### config.mk
export PLATFORM = sky130hd
export DESIGN_NAME = stdp_weight_writer_flat
export DESIGN_NICKNAME = d
export VERILOG_FILES = /design/src/rtl/stdp_weight_writer_pkg.sv /design/src/rtl/stdp_weight_writer_if.sv /design/src/rtl/stdp_weight_writer_alu.sv /design/src/rtl/stdp_weight_writer.sv /design/src/flat_wrapper.sv
export SDC_FILE = /design/constraint.sdc
export NUM_CORES = 2
export LEC_CHECK = 0
export CORE_AREA = 2 2 345 347
export DETAILED_ROUTE_END_ITERATION = 10
export DIE_AREA = 0 0 347 349
export HOLD_SLACK_MARGIN = 0.02
export PLACE_DENSITY = 0.54
export SLEW_MARGIN = 10
export SYNTH_ARGS = -nofsm -noshare
export SYNTH_HDL_FRONTEND = slang
export SYNTH_HIERARCHICAL = 1
export SYNTH_SLANG_ARGS = --single-unit
### constraint.sdc
create_clock -name clk -period 37.7 [get_ports clk]
set_clock_uncertainty 0.15 [all_clocks]
set_input_delay 7.54 -clock clk [delete_from_list [all_inputs] [get_ports clk]]
set_output_delay 7.54 -clock clk [all_outputs]
set_load 0.05 [all_outputs]
### src/rtl/stdp_weight_writer_pkg.sv
// Shared constants and types for the STDP weight writer: weight format, learning
// rates, clamp limits, FSM states and pass modes.
package stdp_weight_writer_pkg;

    localparam int M        = 784;
    localparam int W        = 32;
    localparam int AW       = 10;
    localparam int FX_SCALE = 4096;
    localparam int AP       = 410;
    localparam int AM       = 205;
    localparam int WMAX     = 6144;
    localparam int WMIN     = -4915;

    typedef logic signed [W-1:0] weight_t;

    typedef enum logic {
        MODE_LTP,
        MODE_DEC
    } learn_mode_t;

    typedef enum logic [1:0] {
        ST_IDLE,
        ST_RUN,
        ST_DRAIN
    } state_t;

endpackage

### src/rtl/stdp_weight_writer_if.sv
// Port-B bus of a neuron's dual-port weight RAM: registered read plus single write.
interface stdp_weight_writer_if;
    import stdp_weight_writer_pkg::*;

    logic [AW-1:0] rd_addr;
    weight_t       rd_data;
    logic          wr_en;
    logic [AW-1:0] wr_addr;
    weight_t       wr_data;

    modport master (output rd_addr, wr_en, wr_addr, wr_data, input rd_data);
    modport slave  (input rd_addr, wr_en, wr_addr, wr_data, output rd_data);

endinterface

### src/rtl/stdp_weight_writer_alu.sv
// wt_update_alu: combinational STDP weight update with saturating clamp to [WMIN,WMAX].
// One guard bit keeps the add/subtract from wrapping before the clamp sees it.
module wt_update_alu
    import stdp_weight_writer_pkg::*;
(
    input  weight_t     w,
    input  logic        elig_bit,
    input  learn_mode_t mode,
    output weight_t     w_new
);

    localparam logic signed [W:0] AP_X   = (W+1)'(AP);
    localparam logic signed [W:0] AM_X   = (W+1)'(AM);
    localparam logic signed [W:0] WMAX_X = (W+1)'(WMAX);
    localparam logic signed [W:0] WMIN_X = (W+1)'(WMIN);

    logic signed [W:0] delta;
    logic signed [W:0] sum;

    always_comb begin
        // NOTE: every output of a combinational block gets a default first, so no path can infer a latch.
        delta = '0;
        w_new = '0;
        unique case (mode)
            MODE_LTP: delta = elig_bit ? AP_X : -AM_X;
            MODE_DEC: delta = elig_bit ? -AM_X : '0;
            default:  delta = '0;
        endcase
        sum = {w[W-1], w} + delta;
        if (sum > WMAX_X)
            w_new = W'(WMAX);
        else if (sum < WMIN_X)
            w_new = W'(WMIN);
        else
            w_new = sum[W-1:0];
    end

endmodule

### src/rtl/stdp_weight_writer.sv
// STDP weight writer: walks one neuron's weights on RAM port B and writes back
// LTP or depression updates gated by per-input eligibility bits.
module stdp_weight_writer
    import stdp_weight_writer_pkg::*;
(
    input  logic         clk,
    input  logic         rst,
    input  logic         start_core_img,
    input  logic         TU_incre,
    input  logic [M-1:0] spike_ip_nub,
    input  logic         learn_req,
    input  logic         dec_req,
    output logic         busy,
    output logic         done,
    stdp_weight_writer_if.master ram
);

    localparam logic [AW-1:0] LAST_ADDR = AW'(M - 1);

    state_t        state;
    learn_mode_t   mode;
    logic          drain_cnt;
    logic [M-1:0]  elig;
    logic          s1_valid;
    logic [AW-1:0] s1_addr;
    weight_t       alu_w;

    // Stage 1 holds the address whose read data is on rd_data this cycle.
    wt_update_alu u_alu (
        .w        (ram.rd_data),
        .elig_bit (elig[s1_addr]),
        .mode     (mode),
        .w_new    (alu_w)
    );

    // NOTE: sequential state uses non-blocking assignments only, so every reader sees pre-edge values.
    always_ff @(posedge clk or posedge rst) begin
        if (rst) begin
            state       <= ST_IDLE;
            mode        <= MODE_LTP;
            drain_cnt   <= 1'b0;
            elig        <= '0;
            s1_valid    <= 1'b0;
            s1_addr     <= '0;
            busy        <= 1'b0;
            done        <= 1'b0;
            ram.rd_addr <= '0;
            ram.wr_en   <= 1'b0;
            ram.wr_addr <= '0;
            ram.wr_data <= '0;
        end else if (start_core_img) begin
            // Abort flushes the pipeline; writes already on the bus stand.
            state       <= ST_IDLE;
            drain_cnt   <= 1'b0;
            elig        <= '0;
            s1_valid    <= 1'b0;
            busy        <= 1'b0;
            done        <= 1'b0;
            ram.rd_addr <= '0;
            ram.wr_en   <= 1'b0;
        end else begin
            done      <= 1'b0;
            s1_valid  <= (state == ST_RUN);
            s1_addr   <= ram.rd_addr;
            ram.wr_en <= s1_valid;
            if (s1_valid) begin
                ram.wr_addr <= s1_addr;
                ram.wr_data <= alu_w;
            end

            unique case (state)
                ST_IDLE: begin
                    if (learn_req || dec_req) begin
                        mode        <= learn_req ? MODE_LTP : MODE_DEC;
                        state       <= ST_RUN;
                        busy        <= 1'b1;
                        ram.rd_addr <= '0;
                    end
                end
                ST_RUN: begin
                    if (ram.rd_addr == LAST_ADDR) begin
                        state     <= ST_DRAIN;
                        drain_cnt <= 1'b0;
                    end else begin
                        ram.rd_addr <= ram.rd_addr + 1'b1;
                    end
                end
                ST_DRAIN: begin
                    if (drain_cnt) begin
                        state <= ST_IDLE;
                        busy  <= 1'b0;
                        done  <= 1'b1;
                    end else begin
                        drain_cnt <= 1'b1;
                    end
                end
                default: state <= ST_IDLE;
            endcase

            // Clear on the done cycle beats a coincident TU; frozen while a pass runs.
            if (done)
                elig <= '0;
            else if (TU_incre && !busy)
                elig <= elig | spike_ip_nub;
        end
    end

endmodule

### src/flat_wrapper.sv
// flat-port wrapper written by rule: the top's interface ports become plain ports
module stdp_weight_writer_flat import stdp_weight_writer_pkg::*;
  (clk, rst, start_core_img, TU_incre, spike_ip_nub, learn_req, dec_req, busy, done, ram_rd_addr, ram_wr_en, ram_wr_addr, ram_wr_data, ram_rd_data);
  stdp_weight_writer_if ram_i ();
  input  logic clk;
  input  logic rst;
  input  logic start_core_img;
  input  logic TU_incre;
  input  logic [M-1:0] spike_ip_nub;
  input  logic learn_req;
  input  logic dec_req;
  output logic busy;
  output logic done;
  output wire logic [$bits(ram_i.rd_addr)-1:0] ram_rd_addr;
  output wire logic [$bits(ram_i.wr_en)-1:0] ram_wr_en;
  output wire logic [$bits(ram_i.wr_addr)-1:0] ram_wr_addr;
  output wire logic [$bits(ram_i.wr_data)-1:0] ram_wr_data;
  input wire logic [$bits(ram_i.rd_data)-1:0] ram_rd_data;
  assign ram_rd_addr = ram_i.rd_addr;
  assign ram_wr_en = ram_i.wr_en;
  assign ram_wr_addr = ram_i.wr_addr;
  assign ram_wr_data = ram_i.wr_data;
  assign ram_i.rd_data = ram_rd_data;
  stdp_weight_writer u_core (.clk(clk), .rst(rst), .start_core_img(start_core_img), .TU_incre(TU_incre), .spike_ip_nub(spike_ip_nub), .learn_req(learn_req), .dec_req(dec_req), .busy(busy), .done(done), .ram(ram_i));
endmodule
Word level (Yosys, flattened, before mapping) --
Index checks and enable logic that the tools add are counted.
Operators by class: reduce and logical (&&, ||, !) cells 14, mux-type cells 32, add/sub/neg operators 2, eq/ne operators 7, magnitude comparators 3, bitwise logic cells 3
Operator list (count):
- 784-bit two-way mux | 3
- 784-bit bitwise OR | 1
- 33-bit two-way mux | 2
- 33-bit one-hot mux with 2 select lines | 1
- 32-bit two-way mux | 2
- 33-bit adder | 1
- 33-bit by 14-bit > comparator with 1-bit output (second input constant) | 1
- 33-bit by 14-bit < comparator with 1-bit output (second input constant) | 1
- 10-bit two-way mux | 3
- 10-bit one-hot mux with 2 select lines | 1
- 1-bit two-way mux | 12
- 3-bit AND reduction | 4
- 3-bit nonzero test | 4
- 10-bit by 11-bit < comparator with 1-bit output (second input constant) | 1
- 10-bit by 1-bit adder with 10-bit output (second input constant) | 1
- 1-bit binary-select mux with 10-bit select | 1
- 10-bit equality test (second input constant) | 1
- 2-bit two-way mux | 4
- 3-bit by 2-bit != test with 1-bit output (second input constant) | 2
- 3-bit != test (second input constant) | 2
- 2-bit one-hot mux with 3 select lines | 1
- 1-bit one-hot mux with 2 select lines | 2
- 2-bit AND reduction | 2
- 2-bit by 1-bit equality test with 1-bit output (second input constant) | 1
- other kinds (6) | 7
Word-level totals: output and inout bits 55, word-level logic and storage cells 73, register bits after elaboration 854, input bits 822

Depth between registers and ports, before layout --
word-level depth 8, mapped depth 29, mapped depth without buffers 23

By module --
The synthesis kept the hierarchy.
Modules (own cells, without submodules):
- stdp_weight_writer | sequential area each 21370.5 um^2, times used 1, area each 36498.8 um^2, cells each 3281
- wt_update_alu | sequential area each 0.0 um^2, times used 1, area each 2544.9 um^2, cells each 383

Worst setup path before layout --
No wires, ideal clock.
path kind input -> register, from input port ram_rd_data[8], to register u_core.ram.wr_data[11], buffers on the path 1, setup time 125 ps, data required time 37425 ps, setup slack 26605 ps, data arrival time 10820 ps, stages 13, path through ha_1 > clkbuf_1 > a31oi_2 > o21ai_2 > a221oi_2 > a31oi_1 > or3_1 > a211o_1 > or4b_4 > nor4_4 > nand3_2 > a21bo_1 > mux2_2
Between the ends: cells in the longest elaborated chain, start to end 4, elaborated cells on any way between the ends 5, those cells by class add/sub: 1; order compare: 2; mux: 2
Ends and longest elaborated chain:
- from (decl) | line flat_wrapper.sv:18 | input wire logic [$bits(ram_i.rd_data)-1:0] ram_rd_data;
- 33-bit adder * | line stdp_weight_writer_alu.sv:29 | sum = {w[W-1], w} + delta;
- 33-bit by 14-bit < comparator with 1-bit output | line stdp_weight_writer_alu.sv:32 | else if (sum < WMIN_X)
- 32-bit two-way mux | line stdp_weight_writer_alu.sv:32
- 32-bit two-way mux * | line stdp_weight_writer_alu.sv:30 | if (sum > WMAX_X)
- via u_core.alu_w[11] | line stdp_weight_writer.sv:26 | weight_t alu_w;
- to (signal assigned) | line stdp_weight_writer.sv:68 | ram.wr_data <= alu_w;
- to (decl) | line stdp_weight_writer_if.sv:11 | modport master (output rd_addr, wr_en, wr_addr, wr_data, input rd_data);
The timed path passes the listed nets; every way through them passes the cells marked *. A chain may end at the register's enable or synchronous reset.

Worst setup path in the final report --
from input port start_core_img, to register u_core.elig[594]
Between the ends: cells in the longest elaborated chain, start to end 1, elaborated cells on any way between the ends 2, those cells by class mux: 1; reduce/logical: 1
Ends and longest elaborated chain:
- from (decl) | line flat_wrapper.sv:7 | input logic start_core_img;
- 3-bit nonzero test (no line) or 784-bit two-way mux (tied branches)
- to (signal assigned) | line stdp_weight_writer.sv:104 | elig <= elig | spike_ip_nub;
- to (decl) | line stdp_weight_writer.sv:23 | logic [M-1:0] elig;
Parallel ways exist; a longest one is shown, timed or not.

==> results.cfg <==
[die]
dieArea_mm2 = 0.1211
core_mm2 = 0.1175
fp.dieH_um = 349
rows = 126
die_x_um = 347
ios = 877
start_util = 0.3324

[cts]
post-cts-setup-buffers = 0
insertion_delay_ps = 720
cts_root_buffer = clkbuf_16
cts_buffers = 99
cts_max_level = 3
clk_path_buf_depth = 3
cts_resized = 0
hold_buffers = 0
cts_tree = yes
clk_pin_slew_ps = 60
clock-sinks = 854

[synth]
synth_nets = 4519
ys_types = 83
yosysWarnings = 6
synthTopCellsByArea = dfrtp_1, a21oi_1, mux4_2, nor2_1, clkbuf_1
synth_area_mm2 = 0.03904
ys_seq_area_frac = 0.5473
synth-edff-count = 0
synth_top_area_share = 0.5473
syn-instance-count = 3664
ys_ff_latch = 854
synth_largest_area_cell = dfrtp_1
ys.flop_type = dfrtp_1
synth_common_cells = dfrtp_1, a21oi_1, nor2_1
async_flop_share = 1.000
yosysMostFrequentCell = dfrtp_1
syn-mean-instance-area_um2 = 10.66

[power]
max-vdd-ir-drop_uv = 38.75
finalPower_mw = 2.566
power_density_mw_per_mm2 = 48.74
leakagePower_nw = 22.41

[global_route]
grt_first_pass_wirelength_um = 227400
grt_max_degree = 227
overflow = 0
grt_antenna_before_repair = 76
grt_usage = 0.2560
first_global_vias = 32460

[worst_setup_path]
crit_path_cell_trace = clkdlybuf4s50_1, buf_4, or2_4, buf_4, buf_4, buf_4, nor2_1
max_stage_delay_ps = 920
cp-end-kind = flip-flop
worst_path_dominant_cell_family = buffers and inverters
critPathSlowestCell = or2_4
crit_path_start_kind = input pin
arrival_ps = 11990
critPathMostFrequentCell = buf_4
cp.required_ps = 38100
rrSetupSlack_ps = 27820
worst-path-buf-inv = 5
crit_fanout = 96
crit_type = in2reg

[placement]
routabilityCongestion = 0.9172
hpwl_um = 115400
port-buffer-count = 876

[detailed_routing]
routed_wl_um = 158800
avgRoutedWirePerCell_um = 26.08
ant_nets = 0
vias = 32450
drt-initial-drc-count = 2789
remaining_drc_errors = 0
drtPass1Iterations = 5
viasPerCell = 5.329

[sta]
setup_tns_ps = 0
worst_slew_pin_slew_ps = 1209
slew-limit-headroom = 0.1940
setup_viol = 0
post-route-min-period_ps = 11590
period_share = 0.3075
hold_viol = 0
rsz0062_at_grt = false
fmax_mhz = 86.25
drv_slew = 0

[run_status]
status = finished, final reports clean

[flow_run]
maxCapViolations = 0

[layout]
syn2layout_area_growth_pct = 34.83
drive_gt1_frac = 0.1102
nets = 5274
fill_cells = 11040

[worst_hold_path]
worstHoldPathType = reg2reg
## per-stage QoR
step	setup slack [ps]	instance area, um2	std cells	hold WS [ps]	utilization
2_1_floorplan	6013	39040	3664	307.1	-
3_3_place_gp	25320	49030	5854	321.0	0.4175
3_5_place_dp	25340	49030	5854	328.2	0.4175
4_1_cts	26060	52520	6038	342.8	0.4471
5_1_grt	25640	52630	6082	352.4	0.4481
6_report	26110	52640	6089	337.4	0.4482
## metal layers
layer / track usage / vias up / wire, um
met3: 0.06403 / 252 / 10610
li1: - / 14590 / -
met1: 0.3318 / 16480 / 65860
met5: 0 / - / 329
met2: 0.4146 / 1082 / 77240
met4: 0.09423 / 50 / 4776
## cells in the final DEF (no fill, tap or decap), drive strengths merged, types with 17 or more instances in the layout
cell and instances:
nand2 66, ha 32, nor4 17, nand2b 17
clkdlybuf4s50 876, dfrtp 854, clkbuf 138, o22ai 25
nor3 27, diode 51, mux2 61, xor2 18
mux2i 41, buf 45, o21ai 46, a21oi 848
nand3 25, mux4 180, nor2 832, a22oi 30
clkinv 28, inv 45
## worst min-delay path: cells and delay by family, from the launching register on
family | cells | cell delay [ps]
flip-flops | 1 | 340
AO/OA/AOI/OAI | 1 | 40
AND/OR/NAND/NOR | 1 | 70
## report_power, final
part           leakage [nW]  internal, mW  total, mW  switching, mW
Combinational          9.25         0.231      0.520          0.289
Sequential             11.4         0.984       1.03         0.0423
Clock                  1.71         0.602       1.02          0.417
Total                  22.4          1.82       2.57          0.748
## final cells by class
cell class	instances	area (um2)	share of cell area
Tap cell	1536	1922	0.03651
Antenna cell	51	127.6	0.002424
Multi-Input combinational cell	2501	16380	0.3111
Inverter	42	165.2	0.003137
Timing Repair Buffer	921	9181	0.1744
Clock buffer	138	2854	0.05421
Clock inverter	46	630.6	0.01198
Sequential cell	854	21380	0.4062
## path summary, 6_finish.rpt
kind                            depth (start not counted)                                end                     startpoint
worst max-delay path                                    7       u_core/elig[594]$_DFFE_PP0P_                 start_core_img
worst max register to register                         23  u_core/ram.wr_data[0]$_DFFE_PP0P_  u_core/s1_addr[0]$_DFFE_PP0N_
min in group asynchronous                               2       u_core/elig[216]$_DFFE_PP0P_                            rst
worst min register to register                          2       u_core/elig[403]$_DFFE_PP0P_   u_core/elig[403]$_DFFE_PP0P_
max in group asynchronous                               6       u_core/elig[456]$_DFFE_PP0P_                            rst
worst min-delay path                                    2       u_core/elig[403]$_DFFE_PP0P_   u_core/elig[403]$_DFFE_PP0P_
## cell families (layout without fill, tap and decap cells)
family                     count (synthesis)  after routing  share of synthesized area
AOI/OAI and AO/OA                       1077           1077                     0.1522
and+or+nand+nor                         1075           1075                     0.1153
DFF                                      854            854                     0.5473
buffers and inverters                    309           1147                    0.03423
muxes                                    282            282                     0.1319
xor gates and xnor gates                  34             34                   0.008204
adders and majority gates                 33             33                    0.01077
other                                      0             51                          0
## flip-flops by register name, indices dropped and copies added (netlist names)
register and count:
u_core/state 2, u_core/mode 1, u_core/s1_valid 1, u_core/s1_addr 10, u_core/ram.wr_en 1, u_core/ram.wr_data 32
u_core/busy 1, u_core/ram.wr_addr 10, u_core/ram.rd_addr 10, u_core/done 1, u_core/drain_cnt 1, u_core/elig 784
Note: power is estimated with default switching activity, not from simulation.
